===== config.mk =====
export PLATFORM = sky130hd
export DESIGN_NAME = motor_ramp_ctrl
export DESIGN_NICKNAME = d
export VERILOG_FILES = /design/src/rtl/motor_ramp_ctrl.sv
export SDC_FILE = /design/constraint.sdc
export NUM_CORES = 1
export LEC_CHECK = 0
export CORE_MARGIN = 1
export CORE_UTILIZATION = 40
export CTS_CLUSTER_SIZE = 40
export DETAILED_ROUTE_END_ITERATION = 6
export GPL_TIMING_DRIVEN = 0
export PLACE_DENSITY_LB_ADDON = 0.1
export RECOVER_POWER = 100
export SLEW_MARGIN = 25
export SYNTH_ARGS = -nofsm -noshare
export SYNTH_HDL_FRONTEND = slang
export SYNTH_SLANG_ARGS = --single-unit

===== constraint.sdc =====
create_clock -name clk -period 6.8 [get_ports clk]
set_input_delay 0.68 -clock clk [delete_from_list [all_inputs] [get_ports clk]]
set_output_delay 0.68 -clock clk [all_outputs]
set_load 0.005 [all_outputs]

===== src/rtl/motor_ramp_ctrl.sv =====
// Slew-rate limited left/right motor command generator with emergency stop.
// Latency: outputs step by at most STEP once every DIV clocks; done rises one cycle after both sides reach target.
// Backpressure: cmd_rdy is high only while IDLE with estop low; cmd_vld is ignored at all other times.
//
// Ports:
//   clk, rst          - system clock, asynchronous active-high reset
//   tgt_lft, tgt_rht  - signed 11-bit target pair, accepted on cmd_vld & cmd_rdy
//   cmd_vld, cmd_rdy  - command handshake
//   estop             - level-sensitive emergency stop (ramps both sides to 0)
//   lft, rht          - registered signed motor commands
//   busy              - high in RAMP or ESTOP
//   done              - one-cycle pulse when a ramp reaches its target
module motor_ramp_ctrl #(
  parameter int STEP = 16,
  parameter int DIV  = 1024
) (
  input  logic               clk,
  input  logic               rst,
  input  logic signed [10:0] tgt_lft,
  input  logic signed [10:0] tgt_rht,
  input  logic               cmd_vld,
  output logic               cmd_rdy,
  input  logic               estop,
  output logic signed [10:0] lft,
  output logic signed [10:0] rht,
  output logic               busy,
  output logic               done
);

  localparam logic [1:0] ST_IDLE  = 2'd0;
  localparam logic [1:0] ST_RAMP  = 2'd1;
  localparam logic [1:0] ST_ESTOP = 2'd2;

  localparam logic [15:0]        TICK_LAST = 16'(DIV - 1);
  // STEP fits an 11-bit signed value, so the step itself is done at output
  // width; the magnitude test uses 12 bits because target-current can reach
  // +/-2047.
  localparam logic signed [11:0] STEP_W    = 12'(STEP);
  localparam logic signed [10:0] STEP_N    = 11'(STEP);

  logic [1:0]         state;
  logic [15:0]        count;
  logic signed [10:0] lft_tgt;
  logic signed [10:0] rht_tgt;
  logic               tick;
  logic               at_tgt;

  // Move cur toward tgt by at most STEP. When |diff| > STEP the stepped
  // value lies strictly between cur and tgt, so it cannot leave the 11-bit
  // range and the 11-bit add cannot wrap.
  function automatic logic signed [10:0] step_toward(
    input logic signed [10:0] cur,
    input logic signed [10:0] tgt
  );
    logic signed [11:0] diff;
    logic signed [11:0] mag;
    logic signed [10:0] nxt;
    diff = {tgt[10], tgt} - {cur[10], cur};
    mag  = diff[11] ? -diff : diff;
    if (mag <= STEP_W) begin
      nxt = tgt;
    end else if (diff[11]) begin
      nxt = cur - STEP_N;
    end else begin
      nxt = cur + STEP_N;
    end
    return nxt;
  endfunction

  assign busy    = (state != ST_IDLE);
  assign cmd_rdy = (state == ST_IDLE) && !estop;
  // Counter sits at 0 in IDLE and DIV >= 2, so tick can only fire when busy.
  assign tick    = (count == TICK_LAST);
  assign at_tgt  = (lft == lft_tgt) && (rht == rht_tgt);

  always_ff @(posedge clk or posedge rst) begin
    if (rst) begin
      state   <= ST_IDLE;
      count   <= '0;
      lft     <= '0;
      rht     <= '0;
      lft_tgt <= '0;
      rht_tgt <= '0;
      done    <= 1'b0;
    end else begin
      done <= 1'b0;

      if (tick) begin
        lft <= step_toward(lft, lft_tgt);
        rht <= step_toward(rht, rht_tgt);
      end

      if (state == ST_IDLE) begin
        count <= '0;
      end else begin
        count <= tick ? 16'd0 : count + 16'd1;
      end

      case (state)
        ST_IDLE: begin
          if (estop) begin
            state   <= ST_ESTOP;
            lft_tgt <= '0;
            rht_tgt <= '0;
          end else if (cmd_vld && cmd_rdy) begin
            state   <= ST_RAMP;
            lft_tgt <= tgt_lft;
            rht_tgt <= tgt_rht;
          end
        end
        ST_RAMP: begin
          if (estop) begin
            // Abort: no done pulse, keep the tick phase and ramp to zero.
            state   <= ST_ESTOP;
            lft_tgt <= '0;
            rht_tgt <= '0;
          end else if (at_tgt) begin
            state <= ST_IDLE;
            done  <= 1'b1;
            count <= '0;
          end
        end
        ST_ESTOP: begin
          lft_tgt <= '0;
          rht_tgt <= '0;
          if (!estop && (lft == 11'sd0) && (rht == 11'sd0)) begin
            state <= ST_IDLE;
            count <= '0;
          end
        end
        default: begin
          state <= ST_IDLE;
          count <= '0;
        end
      endcase
    end
  end

endmodule


# Yosys cells after proc, flatten, opt, wreduce, memory -nomap -nowiden
# Index checks and enable logic that the tools add are counted.
# word_totals
out_inout_bits	25
regBits	63
inputBits	26
wordCells	68
# classes
n_reduce_logical	13
order_cmp	2
addsub	9
n_eq_ne	9
mux	28
# ops
op	count
$mux 11	9
$mux 16	5
$pmux 11 s3	2
$pmux 16 s3	1
$le 12x6->1 const B	2
$mux 12	2
$neg 12->12	2
$sub 11x11->12	2
$add 11x6->11 const B	2
$eq 11x11->1	2
$logic_not 11->1	2
$sub 11x6->11 const B	2
$add 16x1->16 const B	1
$eq 16x10->1 const B	1
$mux 2	5
$pmux 2 s3	1
$reduce_and 3->1	2
$logic_and 1x1->1	5
$ne 2x2->1 const B	2
$mux 1	3
$ne 3x2->1 const B	1
$ne 3x3->1 const B	1
$reduce_bool 3->1	1
$eq 2x1->1 const B	1
other kinds (4)	4

# Depth between registers and ports, before layout
# logic_depth
ltp_word	6
ltp_mapped	18
depth_no_buf	16

# Worst setup path before layout
# Ideal clock, no wire load.
# synth_timing
path_kind	reg2reg
startpoint	register lft[4]
endpoint	register lft[10]
path_buffers	0
path_stages_with_launch	17
t_arrival_ns	3.431
setup_ns	0.130
slack_ns	3.239
cell_sequence	dfrtp_1 > inv_1 > ha_1 > a21o_1 > a31o_1 > o21bai_2 > a21oi_2 > o31ai_4 > ha_1 > a21oi_1 > o21bai_1 > a21o_1 > a21oi_1 > xnor2_1 > mux2i_1 > o22a_1 > o21ai_0
# synth_between
elab_chain_len	5
word_cells_on_any_way	8
cone_classes	4 x add/sub; 1 x order compare; 3 x mux
# synth_rtl
element	line_no	rtl
from (decl)	24	output logic signed [10:0] lft,
from (signal assigned)	89	lft <= step_toward(lft, lft_tgt);
$sub 11x11->12	58	diff = {tgt[10], tgt} - {cur[10], cur};
$neg 12->12	59	mag = diff[11] ? -diff : diff;
$mux 12	59	
$le 12x6->1	60	if (mag <= STEP_W) begin
$mux 11 *	60	
# Every way passes the cells marked *; elsewhere a longest branch is shown, timed or not.
# A chain may end at the register's enable or synchronous reset.

# Final worst setup path
# Same ends and word-level chain as after synthesis.

==> reports/summary.txt <==
number of synthesized flops with an enable pin = 0
HPWL Detailed = 10.2 mm
Top FF cell, synth = dfrtp_1
worst reg2reg path startpoint = lft[4]
row count = 40
critical path required time = 7000 ps
Critical Path AT = 5280 ps
Final Cell Area = 5940 µm²
commonest non-fill, non-tap cell in the layout = nand2_1
Initial Util = 0.411
area of the multi-input gates = 3100 µm²
fillers = 1,199
crit path cell chain = inv_1 > ha_1 > a21o_1 > a31o_1 > o21bai_1 > a21oi_1 > o31ai_1 > ha_1 > a21oi_1 > o21bai_1 > a21o_1 > a21oi_1 > xnor2_1 > mux2i_1 > o22a_1 > o21ai_0
Seq/Total Area, Yosys = 0.318
Clk Tree Root Cell = clkbuf_16
critical path's slowest cell = o31ai_1
max-cap violations = 2
violated checks = capacitance limit, slew limit
DRC = 0
commonest cells after routing, fill and taps aside = nand2_1 (65), dfrtp_1 (63), nor2_1 (49), inv_1 (43), o21ai_0 (43)
Worst R2R Setup Slack = 1720 ps
grt ovf = 0
Slew HR = -0.387
share of post-route cells with drive strength above 1 = 0.0538
slowest stage delay, CP = 1420 ps
boundary pin count = 51
fmax = 197 MHz
first-pass GRT wire length = 21.4 mm
number of synthesized register bits = 63
cell count after synthesis = 584
DIE HEIGHT = 113 µm
Final #Nets = 713
post-DR wirelength/cell = 15.5 µm
clock latency on the worst-skew pair = 330 ps
# port buffers = 50
critical path type = reg2reg
vias = 4,388
Setup Viol. Count Final = 0
post-CTS resize count = 0
crit path launch = lft[4]
Routed Antenna Nets = 0
drt first-iter violations = 231
Worst Setup Start Kind = flop
RSZ-0062 raised after global routing = no
dpl ws = 2780 ps
Clock Sinks = 63
max-slew violation count = 54
area of the die = 12,800 µm²
Clock Path Buffers = 2
Clock H-tree levels = 3
CTS Buf Count = 9
worst min-delay path startpoint = count[0]
Static Leakage = 0.00264 µW
Final period util = 0.748
GRT Util Overall = 0.211
Core Box Area = 12,100 µm²
antenna violations before repair = 0
Detailed Route WL = 12.7 mm
Post-Place Cells = 803
TritonCTS clock tree = done
Final Hold Vio Count = 0
cts hold-fix bufs = 0
vias in the first global route = 4,256
status = complete, but fails checks
CTS clk-pin slew, worst paths = 60 ps
Area growth syn-to-layout = 19.7%
Syn Area/Cell = 8.49 µm²
ANT cells = 0
Yosys warning total = 0
post-route setup TNS = 0 ps
Syn Nets = 651
Setup Skew = 10.8 ps
CP max FO = 13
drt via density = 5.36
sequential cell area = 1580 µm²
final worst slack = 1720 ps
Worst Max-Slew Pin Slew = 2080 ps
buffers inserted during post-CTS setup optimization = 0
Buf/Inv on CP = 1
Pwr per Cell Area = 363 nW/µm²
HP Class = reg2reg
Final min period = 5080 ps
Post-Place Cell Area = 5690 µm²
most used cell along the critical path = a21oi_1
Post-synth ARST share = 1.00
fin cells = 819
Synth Cell Area = 4960 µm²
Top delay family on crit path = compound AO/OA/AOI/OAI gates
Hold Slack = 494 ps
TritonRoute pass-1 iters = 5
Critical Path Sink Type = flop
Final Wtd Congestion = 0.854
synth unique cells = 68
Peak VDD IR = 0.156 mV
largest net degree at the start of global routing = 40
width of the die = 113 µm
-- path summary, 6_finish.rpt --
kind                       cells after the start        to
min in group asynchronous                      2  count[5]
max in group asynchronous                      3    lft[8]
setup / recovery                              16   lft[10]
hold / removal                                 1  count[0]
setup reg to reg                              16   lft[10]
hold reg to reg                                1  count[0]
-- layout make-up --
cell class / count / area share
Timing Repair Buffer: 51 / 0.0849
Tap cell: 168 / 0.0354
Inverter: 44 / 0.0280
Clock inverter: 6 / 0.0114
Buffer: 17 / 0.0114
Multi-Input combinational cell: 460 / 0.523
Sequential cell: 63 / 0.266
Clock buffer: 10 / 0.0403
-- sequential cells by signal, summed over array words and instances (netlist names) --
| register | cells |
|---|---|
| rht_tgt | 11 |
| lft_tgt | 11 |
| done | 1 |
| lft | 11 |
| count | 16 |
| state | 2 |
| rht | 11 |
-- synthesized netlist by cell type (all sizes together) (13+ instances only) --
cell / instances / share of area
nor2: 49 / 0.038
clkbuf: 13 / 0.0098
a21o: 13 / 0.020
nor3: 14 / 0.015
xnor2: 19 / 0.034
inv: 44 / 0.033
dfrtp: 63 / 0.32
mux2i: 16 / 0.032
o21ai: 43 / 0.043
a21oi: 30 / 0.031
ha: 37 / 0.093
nand3: 26 / 0.026
nand2: 65 / 0.051
xor2: 15 / 0.026
-- through the flow --
| stage | power (µW) | utilization |
|---|---|---|
| floorplan | 1420 | - |
| global placement | 1670 | 0.470 |
| detailed placement | 1710 | 0.472 |
| CTS | 2190 | 0.497 |
| global route | 2340 | 0.492 |
| finish | 2160 | 0.492 |
-- cell families (layout without fill, tap and decap cells) --
| logic type | Yosys count | in the layout | synth area share |
|---|---|---|---|
| DFF | 63 | 63 | 0.318 |
| muxes | 23 | 23 | 0.0505 |
| buffers and inverters | 61 | 128 | 0.0472 |
| AOI/OAI and AO/OA | 143 | 143 | 0.198 |
| and+or+nand+nor | 219 | 219 | 0.217 |
| xor gates and xnor gates | 34 | 34 | 0.0601 |
| adders and majority gates | 41 | 41 | 0.110 |
-- metal layers --
layer  track usage  routed length (µm)  up-vias  part of all wire
met1         0.300                6210     2084              0.49
met3        0.0311                 486        8             0.038
met4        0.0535                 151        0             0.012
met2         0.337                5870       89              0.46
li1              -                   -     2207                 -
met5             0                   0        -                 0
-- report_power, final --
| group | switching, µW | internal, µW |
|---|---|---|
| logic | 740 | 476 |
| clock network | 177 | 295 |
| registers | 47.1 | 420 |
-- worst register-to-register path: cells and delay by family (launching register included) --
kind            cells  cell delay (ps)
compound gates     11             3110
xor+xnor            1              160
fa+ha+maj           2              870
buf+inv             1              110
flops               1              470
mux                 1              230
Power figures use the tool's default switching activity.
